==> src/rtl/sd_spi_responder.sv <==
`timescale 1ns/1ps
// sd_spi_responder
// Stand-in for an SPI-mode SD card. It answers CMD0, CMD8, CMD55/ACMD41,
// CMD58, CMD16, CMD17 and CMD24, and serves 512-byte sectors from an external
// byte-wide backing store.
// Ports:
//   clk, reset_n        system clock, synchronous active-low reset
//   sdSCLK/sdMOSI/sdCS  SPI pins from the host (mode 0, CS active-low)
//   sdMISO              SPI data to the host, MSB first
//   memADDR/memRD/      backing-store read; memRDATA is valid the clk after memRD
//   memRDATA
//   memWR/memWDATA      backing-store write strobe and data
//   rdCNT/wrCNT         completed CMD17 / CMD24 counts (wrap at 255)
//   idle                card idle flag (R1 bit 0)
module sd_spi_responder #(
  parameter int ADDR_W     = 24,
  parameter int INIT_POLLS = 2,
  parameter int RD_LATENCY = 4,
  parameter int WR_BUSY    = 8
) (
  input  logic              clk,
  input  logic              reset_n,
  input  logic              sdSCLK,
  input  logic              sdMOSI,
  input  logic              sdCS,
  output logic              sdMISO,
  output logic [ADDR_W-1:0] memADDR,
  output logic              memRD,
  input  logic [7:0]        memRDATA,
  output logic              memWR,
  output logic [7:0]        memWDATA,
  output logic [7:0]        rdCNT,
  output logic [7:0]        wrCNT,
  output logic              idle
);
  localparam int         SEC_W      = ADDR_W - 9;
  localparam logic [7:0] POLL_LIMIT = 8'(INIT_POLLS);
  localparam logic [7:0] RD_LAST    = 8'(RD_LATENCY - 1);
  localparam logic [7:0] BUSY_LAST  = 8'(WR_BUSY - 1);

  typedef enum logic [3:0] {
    S_CMD, S_NCR, S_R1, S_RX4,
    S_RD_WAIT, S_RD_TOKEN, S_RD_DATA, S_RD_CRC,
    S_WR_TOKEN, S_WR_DATA, S_WR_CRC, S_WR_RESP, S_WR_BUSY
  } state_t;

  // What follows the R1 byte of the command being answered.
  typedef enum logic [1:0] {K_NONE, K_TRAIL, K_READ, K_WRITE} kind_t;

  logic sclk_meta_q, sclk_sync_q, sclk_prev_q;
  logic mosi_meta_q, mosi_sync_q;
  logic cs_meta_q, cs_sync_q;

  state_t            state_q, state_d;
  kind_t             kind_q, kind_d;
  logic [2:0]        bit_cnt_q, bit_cnt_d;
  logic [6:0]        rx_sr_q, rx_sr_d;
  logic [7:0]        tx_sr_q, tx_sr_d;
  logic              miso_q, miso_d;
  logic [2:0]        cmd_cnt_q, cmd_cnt_d;
  logic [37:0]       cmd_sr_q, cmd_sr_d;
  logic [7:0]        r1_q, r1_d;
  logic [31:0]       trail_q, trail_d;
  logic [SEC_W-1:0]  sector_q, sector_d;
  logic [7:0]        cnt_q, cnt_d;
  logic [8:0]        idx_q, idx_d;
  logic              rd_vld_q, rd_vld_d;
  logic [7:0]        rd_buf_q, rd_buf_d;
  logic [ADDR_W-1:0] mem_addr_q, mem_addr_d;
  logic              mem_rd_q, mem_rd_d;
  logic              mem_wr_q, mem_wr_d;
  logic [7:0]        mem_wdata_q, mem_wdata_d;
  logic [7:0]        rd_cnt_q, rd_cnt_d;
  logic [7:0]        wr_cnt_q, wr_cnt_d;
  logic              idle_q, idle_d;
  logic              app_q, app_d;
  logic [7:0]        polls_q, polls_d;

  logic        sclk_rise, sclk_fall, byte_done;
  logic [7:0]  rx_byte;
  logic [5:0]  cmd_idx;
  logic [31:0] cmd_arg;
  logic        out_of_range;

  assign sclk_rise    = sclk_sync_q & ~sclk_prev_q;
  assign sclk_fall    = ~sclk_sync_q & sclk_prev_q;
  assign rx_byte      = {rx_sr_q, mosi_sync_q};
  // The command shifter keeps only the low 6 bits of the first byte (the index).
  assign cmd_idx      = cmd_sr_q[37:32];
  assign cmd_arg      = cmd_sr_q[31:0];
  assign out_of_range = (cmd_arg >> SEC_W) != 32'd0;

  always_comb begin
    // NOTE: every *_d defaults to its flop (or an idle value) before any branch, so no path leaves a variable unassigned and no latch is inferred.
    state_d     = state_q;
    kind_d      = kind_q;
    bit_cnt_d   = bit_cnt_q;
    rx_sr_d     = rx_sr_q;
    tx_sr_d     = tx_sr_q;
    cmd_cnt_d   = cmd_cnt_q;
    cmd_sr_d    = cmd_sr_q;
    r1_d        = r1_q;
    trail_d     = trail_q;
    sector_d    = sector_q;
    cnt_d       = cnt_q;
    idx_d       = idx_q;
    rd_vld_d    = mem_rd_q;
    rd_buf_d    = rd_vld_q ? memRDATA : rd_buf_q;
    mem_addr_d  = mem_addr_q;
    mem_rd_d    = 1'b0;
    mem_wr_d    = 1'b0;
    mem_wdata_d = mem_wdata_q;
    rd_cnt_d    = rd_cnt_q;
    wr_cnt_d    = wr_cnt_q;
    idle_d      = idle_q;
    app_d       = app_q;
    polls_d     = polls_q;
    byte_done   = 1'b0;

    if (cs_sync_q) begin
      bit_cnt_d = 3'd0;
      cmd_cnt_d = 3'd0;
      // A busy countdown survives CS high; the interrupted busy byte restarts.
      if (state_q == S_WR_BUSY) begin
        tx_sr_d = 8'h00;
      end else begin
        state_d = S_CMD;
        tx_sr_d = 8'hFF;
      end
    end else begin
      // No shift on the falling edge that directly follows a byte load.
      if (sclk_fall && bit_cnt_q != 3'd0) tx_sr_d = {tx_sr_q[6:0], 1'b1};
      if (sclk_rise) begin
        rx_sr_d   = rx_byte[6:0];
        bit_cnt_d = bit_cnt_q + 3'd1;
        byte_done = (bit_cnt_q == 3'd7);
        // Prefetch the next data byte on the first edge of the preceding byte.
        if (bit_cnt_q == 3'd0 && state_q == S_RD_TOKEN) begin
          mem_rd_d   = 1'b1;
          mem_addr_d = {sector_q, 9'd0};
        end else if (bit_cnt_q == 3'd0 && state_q == S_RD_DATA && idx_q != 9'd511) begin
          mem_rd_d   = 1'b1;
          mem_addr_d = {sector_q, idx_q + 9'd1};
        end
      end

      if (byte_done) begin
        tx_sr_d = 8'hFF;
        case (state_q)
          S_CMD: begin
            if (cmd_cnt_q == 3'd0 && rx_byte[7:6] != 2'b01) begin
              // Not a command start; keep discarding.
            end else if (cmd_cnt_q != 3'd5) begin
              cmd_sr_d  = {cmd_sr_q[29:0], rx_byte};
              cmd_cnt_d = cmd_cnt_q + 3'd1;
            end else begin
              // 6th byte is the CRC, which is ignored; decode now.
              cmd_cnt_d = 3'd0;
              state_d   = S_NCR;
              kind_d    = K_NONE;
              app_d     = 1'b0;
              r1_d      = 8'h04 | {7'd0, idle_q};
              case (cmd_idx)
                6'd0: begin
                  polls_d = 8'd0;
                  idle_d  = 1'b1;
                  r1_d    = 8'h01;
                end
                6'd8: begin
                  r1_d    = {7'd0, idle_q};
                  trail_d = {16'h0000, 8'h01, cmd_arg[7:0]};
                  kind_d  = K_TRAIL;
                end
                6'd55: begin
                  app_d = 1'b1;
                  r1_d  = {7'd0, idle_q};
                end
                6'd41: begin
                  if (app_q) begin
                    if (polls_q != 8'hFF) polls_d = polls_q + 8'd1;
                    if (polls_q < POLL_LIMIT) begin
                      r1_d = 8'h01;
                    end else begin
                      idle_d = 1'b0;
                      r1_d   = 8'h00;
                    end
                  end
                end
                6'd58: begin
                  r1_d    = {7'd0, idle_q};
                  trail_d = 32'hC0FF_8000;
                  kind_d  = K_TRAIL;
                end
                6'd16: r1_d = {7'd0, idle_q};
                6'd17, 6'd24: begin
                  if (idle_q) begin
                    r1_d = 8'h05;
                  end else if (out_of_range) begin
                    r1_d = 8'h40;
                  end else begin
                    r1_d     = 8'h00;
                    sector_d = cmd_arg[SEC_W-1:0];
                    kind_d   = (cmd_idx == 6'd17) ? K_READ : K_WRITE;
                  end
                end
                default: ;
              endcase
            end
          end
          S_NCR: begin
            tx_sr_d = r1_q;
            state_d = S_R1;
          end
          S_R1: begin
            cnt_d = 8'd0;
            case (kind_q)
              K_TRAIL: begin
                tx_sr_d = trail_q[31:24];
                trail_d = {trail_q[23:0], 8'hFF};
                state_d = S_RX4;
              end
              K_READ:  state_d = S_RD_WAIT;
              K_WRITE: state_d = S_WR_TOKEN;
              default: state_d = S_CMD;
            endcase
          end
          S_RX4: begin
            if (cnt_q == 8'd3) begin
              state_d = S_CMD;
            end else begin
              cnt_d   = cnt_q + 8'd1;
              tx_sr_d = trail_q[31:24];
              trail_d = {trail_q[23:0], 8'hFF};
            end
          end
          S_RD_WAIT: begin
            if (cnt_q == RD_LAST) begin
              tx_sr_d = 8'hFE;
              state_d = S_RD_TOKEN;
            end else begin
              cnt_d = cnt_q + 8'd1;
            end
          end
          S_RD_TOKEN: begin
            tx_sr_d = rd_buf_q;
            idx_d   = 9'd0;
            state_d = S_RD_DATA;
          end
          S_RD_DATA: begin
            if (idx_q == 9'd511) begin
              cnt_d   = 8'd0;
              state_d = S_RD_CRC;
            end else begin
              idx_d   = idx_q + 9'd1;
              tx_sr_d = rd_buf_q;
            end
          end
          S_RD_CRC: begin
            if (cnt_q == 8'd1) begin
              rd_cnt_d = rd_cnt_q + 8'd1;
              state_d  = S_CMD;
            end else begin
              cnt_d = cnt_q + 8'd1;
            end
          end
          S_WR_TOKEN: begin
            if (rx_byte == 8'hFE) begin
              idx_d   = 9'd0;
              state_d = S_WR_DATA;
            end else if (rx_byte != 8'hFF) begin
              state_d = S_CMD;
            end
          end
          S_WR_DATA: begin
            mem_wr_d    = 1'b1;
            mem_addr_d  = {sector_q, idx_q};
            mem_wdata_d = rx_byte;
            if (idx_q == 9'd511) begin
              cnt_d   = 8'd0;
              state_d = S_WR_CRC;
            end else begin
              idx_d = idx_q + 9'd1;
            end
          end
          S_WR_CRC: begin
            if (cnt_q == 8'd1) begin
              tx_sr_d  = 8'h05;
              wr_cnt_d = wr_cnt_q + 8'd1;
              state_d  = S_WR_RESP;
            end else begin
              cnt_d = cnt_q + 8'd1;
            end
          end
          S_WR_RESP: begin
            tx_sr_d = 8'h00;
            cnt_d   = 8'd0;
            state_d = S_WR_BUSY;
          end
          S_WR_BUSY: begin
            if (cnt_q == BUSY_LAST) begin
              state_d = S_CMD;
            end else begin
              cnt_d   = cnt_q + 8'd1;
              tx_sr_d = 8'h00;
            end
          end
          default: state_d = S_CMD;
        endcase
      end
    end

    miso_d = cs_sync_q ? 1'b1 : tx_sr_d[7];
  end

  always_ff @(posedge clk) begin
    // NOTE: sequential state uses non-blocking assignments so every flop samples pre-edge values regardless of statement order.
    if (!reset_n) begin
      sclk_meta_q <= 1'b0;  sclk_sync_q <= 1'b0;  sclk_prev_q <= 1'b0;
      mosi_meta_q <= 1'b1;  mosi_sync_q <= 1'b1;
      cs_meta_q   <= 1'b1;  cs_sync_q   <= 1'b1;
      state_q     <= S_CMD;
      kind_q      <= K_NONE;
      bit_cnt_q   <= 3'd0;
      rx_sr_q     <= 7'd0;
      tx_sr_q     <= 8'hFF;
      miso_q      <= 1'b1;
      cmd_cnt_q   <= 3'd0;
      cmd_sr_q    <= 38'd0;
      r1_q        <= 8'hFF;
      trail_q     <= 32'hFFFF_FFFF;
      sector_q    <= '0;
      cnt_q       <= 8'd0;
      idx_q       <= 9'd0;
      rd_vld_q    <= 1'b0;
      rd_buf_q    <= 8'hFF;
      mem_addr_q  <= '0;
      mem_rd_q    <= 1'b0;
      mem_wr_q    <= 1'b0;
      mem_wdata_q <= 8'd0;
      rd_cnt_q    <= 8'd0;
      wr_cnt_q    <= 8'd0;
      idle_q      <= 1'b1;
      app_q       <= 1'b0;
      polls_q     <= 8'd0;
    end else begin
      sclk_meta_q <= sdSCLK;  sclk_sync_q <= sclk_meta_q;  sclk_prev_q <= sclk_sync_q;
      mosi_meta_q <= sdMOSI;  mosi_sync_q <= mosi_meta_q;
      cs_meta_q   <= sdCS;    cs_sync_q   <= cs_meta_q;
      state_q     <= state_d;
      kind_q      <= kind_d;
      bit_cnt_q   <= bit_cnt_d;
      rx_sr_q     <= rx_sr_d;
      tx_sr_q     <= tx_sr_d;
      miso_q      <= miso_d;
      cmd_cnt_q   <= cmd_cnt_d;
      cmd_sr_q    <= cmd_sr_d;
      r1_q        <= r1_d;
      trail_q     <= trail_d;
      sector_q    <= sector_d;
      cnt_q       <= cnt_d;
      idx_q       <= idx_d;
      rd_vld_q    <= rd_vld_d;
      rd_buf_q    <= rd_buf_d;
      mem_addr_q  <= mem_addr_d;
      mem_rd_q    <= mem_rd_d;
      mem_wr_q    <= mem_wr_d;
      mem_wdata_q <= mem_wdata_d;
      rd_cnt_q    <= rd_cnt_d;
      wr_cnt_q    <= wr_cnt_d;
      idle_q      <= idle_d;
      app_q       <= app_d;
      polls_q     <= polls_d;
    end
  end

  assign sdMISO   = miso_q;
  assign memADDR  = mem_addr_q;
  assign memRD    = mem_rd_q;
  assign memWR    = mem_wr_q;
  assign memWDATA = mem_wdata_q;
  assign rdCNT    = rd_cnt_q;
  assign wrCNT    = wr_cnt_q;
  assign idle     = idle_q;
endmodule

==> config.mk <==
export PLATFORM = sky130hd
export DESIGN_NAME = sd_spi_responder
export DESIGN_NICKNAME = d
export VERILOG_FILES = /design/src/rtl/sd_spi_responder.sv
export SDC_FILE = /design/constraint.sdc
export NUM_CORES = 1
export LEC_CHECK = 0
export CORE_ASPECT_RATIO = 0.6
export CORE_MARGIN = 2
export CORE_UTILIZATION = 61
export DETAILED_ROUTE_END_ITERATION = 12
export PLACE_DENSITY = 0.82
export SKIP_CTS_REPAIR_TIMING = 1
export SLEW_MARGIN = 20
export SYNTH_ARGS = -nofsm -noshare
export SYNTH_HDL_FRONTEND = slang
export SYNTH_SLANG_ARGS = --single-unit
==> constraint.sdc <==
create_clock -name clk -period 5.1 [get_ports clk]
set_clock_uncertainty 0.2 [all_clocks]
set_input_delay 1.02 -clock clk [delete_from_list [all_inputs] [get_ports clk]]
set_output_delay 1.02 -clock clk [all_outputs]
set_load 0.1 [all_outputs]
==> results.json <==
{
  "core_um2": 15200,
  "ys_seq_area_frac": 0.4469,
  "synth_seq_cells": 210,
  "finalHoldViolations": 0,
  "syn_inst": 1103,
  "cts_buffer_depth": 3,
  "cts_tree": "yes",
  "wl_per_cell_um": 17.01,
  "clk_latency_ns": 0.51,
  "vdd_drop_max_uv": 220.8,
  "initialDrtViolationCount": 866,
  "grtUsageTotal": 0.2784,
  "holdPathStages": 1,
  "synth-edff-count": 0,
  "pre_cts_ws_ns": 1.450,
  "fmax_ghz": 0.2628,
  "gp_congestion": 0.9216,
  "area_growth_pct": 14.47,
  "synthArstFlopShare": 0,
  "cap_violations": 0,
  "p_comb_frac": 0.017,
  "final_nets": 1152,
  "r2r_cells": 11,
  "grt_pass1_vias": 7245,
  "p_total_mw": 3.295,
  "hold_class": "reg -> reg",
  "vias": 8129,
  "antenna_cells": 0,
  "clock_power_share": 0.483,
  "power_switching_mw": 0.6943,
  "rsz0062_at_grt": "no",
  "worstReg2RegEnd": "memADDR[19]",
  "whs_ns": 0.2050,
  "status": "complete, no violations",
  "fin_crit_sh": 0.7461,
  "cts-root-buf": "clkbuf_16",
  "antenna_found_initial": 0,
  "worstPathArrival_ns": 4.02,
  "yosysWarnings": 0,
  "die_y_um": 100.2,
  "crit-reg2reg-launch": "idx_q[0]",
  "die_x_um": 164.3,
  "syn_area_um2": 9408,
  "critical_path.max_fanout": 17,
  "drive_above_1_share": 0.05692,
  "drt_wl_total_um": 22880,
  "fin_area_um2": 10770,
  "critPathLaunchType": "flip-flop",
  "seq_power_share": 0.500,
  "setup_slack_ns": 1.295,
  "required_ns": 5.32,
  "htreeDepth": 1,
  "p_leak_nw": 4.238,
  "num_rows": 35,
  "power_density_nw_per_um2": 306.0,
  "final_common_cell": "dfxtp_1",
  "fin_crit_ns": 3.805,
  "syn_area_per_cell_um2": 8.529,
  "antenna_left": 0,
  "worst-slew-pin-transition_ns": 1.045,
  "drcViolationCount": 0,
  "start_util": 0.6191,
  "cts.sinks": 210,
  "worstHoldStart": "cs_meta_q",
  "finalMaxSlewViolations": 0,
  "place_area_um2": 10060,
  "grt_first_pass_wirelength_um": 37300,
  "p_int_mw": 2.601,
  "hold_end": "cs_sync_q",
  "grt_max_degree": 104,
  "die-area_um2": 16460,
  "final_cell_mix": "dfxtp_1, nand2_1, nor2_1",
  "setup_tns_ns": 0,
  "ys.flop_type": "dfxtp_1",
  "switching_share": 0.2107,
  "dp_hpwl_um": 14690,
  "via_per_inst": 6.044,
  "numCtsBuffers": 21,
  "yosysUniqueCellTypes": 72,
  "setup-violations-final": 0,
  "synth_nets": 1126,
  "port_buffers": 64,
  "dr.pass1.iters": 5,
  "grt_overflow": 0,
  "fillers": 1153,
  "endpoint_kind": "flip-flop",
  "reg2reg_slack_ns": 1.30,
  "pin_count": 65,
  "slew_headroom": 0.3033,
  "clkTransAtPathRegs_ns": 0.07,
  "worstSetupPathType": "reg -> reg"
}
==> worst max-delay path by stage <==
stage | cells after the start | start | endpoint
after floorplan | 11 | idx_q[0] | memADDR[23]
after global placement | 11 | idx_q[0] | memADDR[21]
after detailed placement | 11 | idx_q[0] | memADDR[12]
after CTS | 11 | idx_q[0] | memADDR[19]
after global routing | 11 | idx_q[0] | memADDR[19]
final | 11 | idx_q[0] | memADDR[19]
==> metal layers <==
layer / share of wire / up-vias / track usage
li1: - / 3952 / -
met1: 0.48 / 3808 / 0.4277
met2: 0.41 / 330 / 0.3956
met3: 0.089 / 39 / 0.06405
met4: 0.016 / 0 / 0.06005
met5: 0 / - / 0
==> cells in the mapped netlist, types with 4 or more instances <==
cell,n,area [um^2]
a211oi_1,7,52.55
nand4_1,6,37.54
nor3_1,17,85.08
nor2_1,134,503.0
or3_1,10,62.56
nand2_1,155,581.8
o21a_1,4,30.03
buf_1,7,26.28
xor2_1,13,113.9
nand2b_1,16,100.1
ha_1,10,125.1
nand3_1,39,195.2
a21o_1,5,37.54
xnor2_1,7,61.31
o311ai_0,5,43.79
buf_6,4,45.04
or4_1,5,37.54
buf_2,14,70.07
a31oi_1,4,25.02
nor4_1,10,62.56
o31ai_1,10,75.07
a21oi_1,71,355.3
and3_1,12,75.07
or2_2,5,31.28
o211ai_1,28,210.2
nor3b_1,5,37.54
dfxtp_1,210,4204
nand4bb_1,4,45.04
nor2b_1,10,62.56
mux2i_1,72,720.7
and2_1,11,68.82
o21ai_1,4,20.02
o21ai_0,58,290.3
o311ai_1,5,43.79
o22ai_1,4,25.02
clkbuf_1,40,150.1
a221oi_1,9,78.83
inv_1,17,63.81
==> power by group through the flow <==
stage	clock (mW)	combinational, mW	sequential [mW]
floorplan	0	0.0322	1.69
global placement	0	0.0566	1.68
detailed placement	0	0.0565	1.68
CTS	1.61	0.0570	1.65
global route	1.68	0.0617	1.65
finish	1.59	0.0575	1.65
==> worst max-delay path: stages (launching register included) <==
cell       delay [ns]
dfxtp_1          0.45
ha_1             0.30
and3_1           0.24
and3_1           0.21
and3_1           0.18
ha_1             0.25
nor3b_1          0.10
o2111ai_1        0.84
nand2_1          0.12
nand2_1          0.49
nand2_1          0.14
a21oi_1          0.19
==> sequential cells by signal, indices dropped and copies added, names as in the netlist, 2 cells and up <==
name / count
cmd_sr_q: 38
trail_q: 32
memADDR: 24
sector_q: 15
idx_q: 9
cnt_q: 8
memWDATA: 8
polls_q: 8
rdCNT: 8
rd_buf_q: 8
tx_sr_q: 8
wrCNT: 8
rx_sr_q: 7
r1_q: 4
state_q: 4
bit_cnt_q: 3
cmd_cnt_q: 3
kind_q: 2
==> area by class of cell <==
| cell class | count | area [um^2] | area share |
|---|---|---|---|
| clock inverters | 10 | 135.1 | 0.01255 |
| repair buffers | 72 | 695.7 | 0.06460 |
| inverters | 17 | 65.06 | 0.006042 |
| flip-flops and latches | 210 | 4204 | 0.3904 |
| clock buffers | 26 | 564.3 | 0.05240 |
| multi-input cells | 807 | 4851 | 0.4504 |
| well taps | 203 | 254.0 | 0.02359 |
==> cell families after synthesis <==
kind of cell    after synthesis  share of synthesized area
fa+ha+maj                    11                    0.01436
xor+xnor                     20                    0.01862
compound gates              241                     0.1650
buf+inv                      86                    0.04070
mux                          73                    0.07780
simple gates                462                     0.2366
flops                       210                     0.4469
==> through the flow <==
step	util	std cells
floorplan	-	1103
global placement	0.6619	1309
detailed placement	0.6623	1309
CTS	0.7084	1345
global route	0.7087	1345
finish	0.7087	1345
Power figures use the tool's default switching activity.
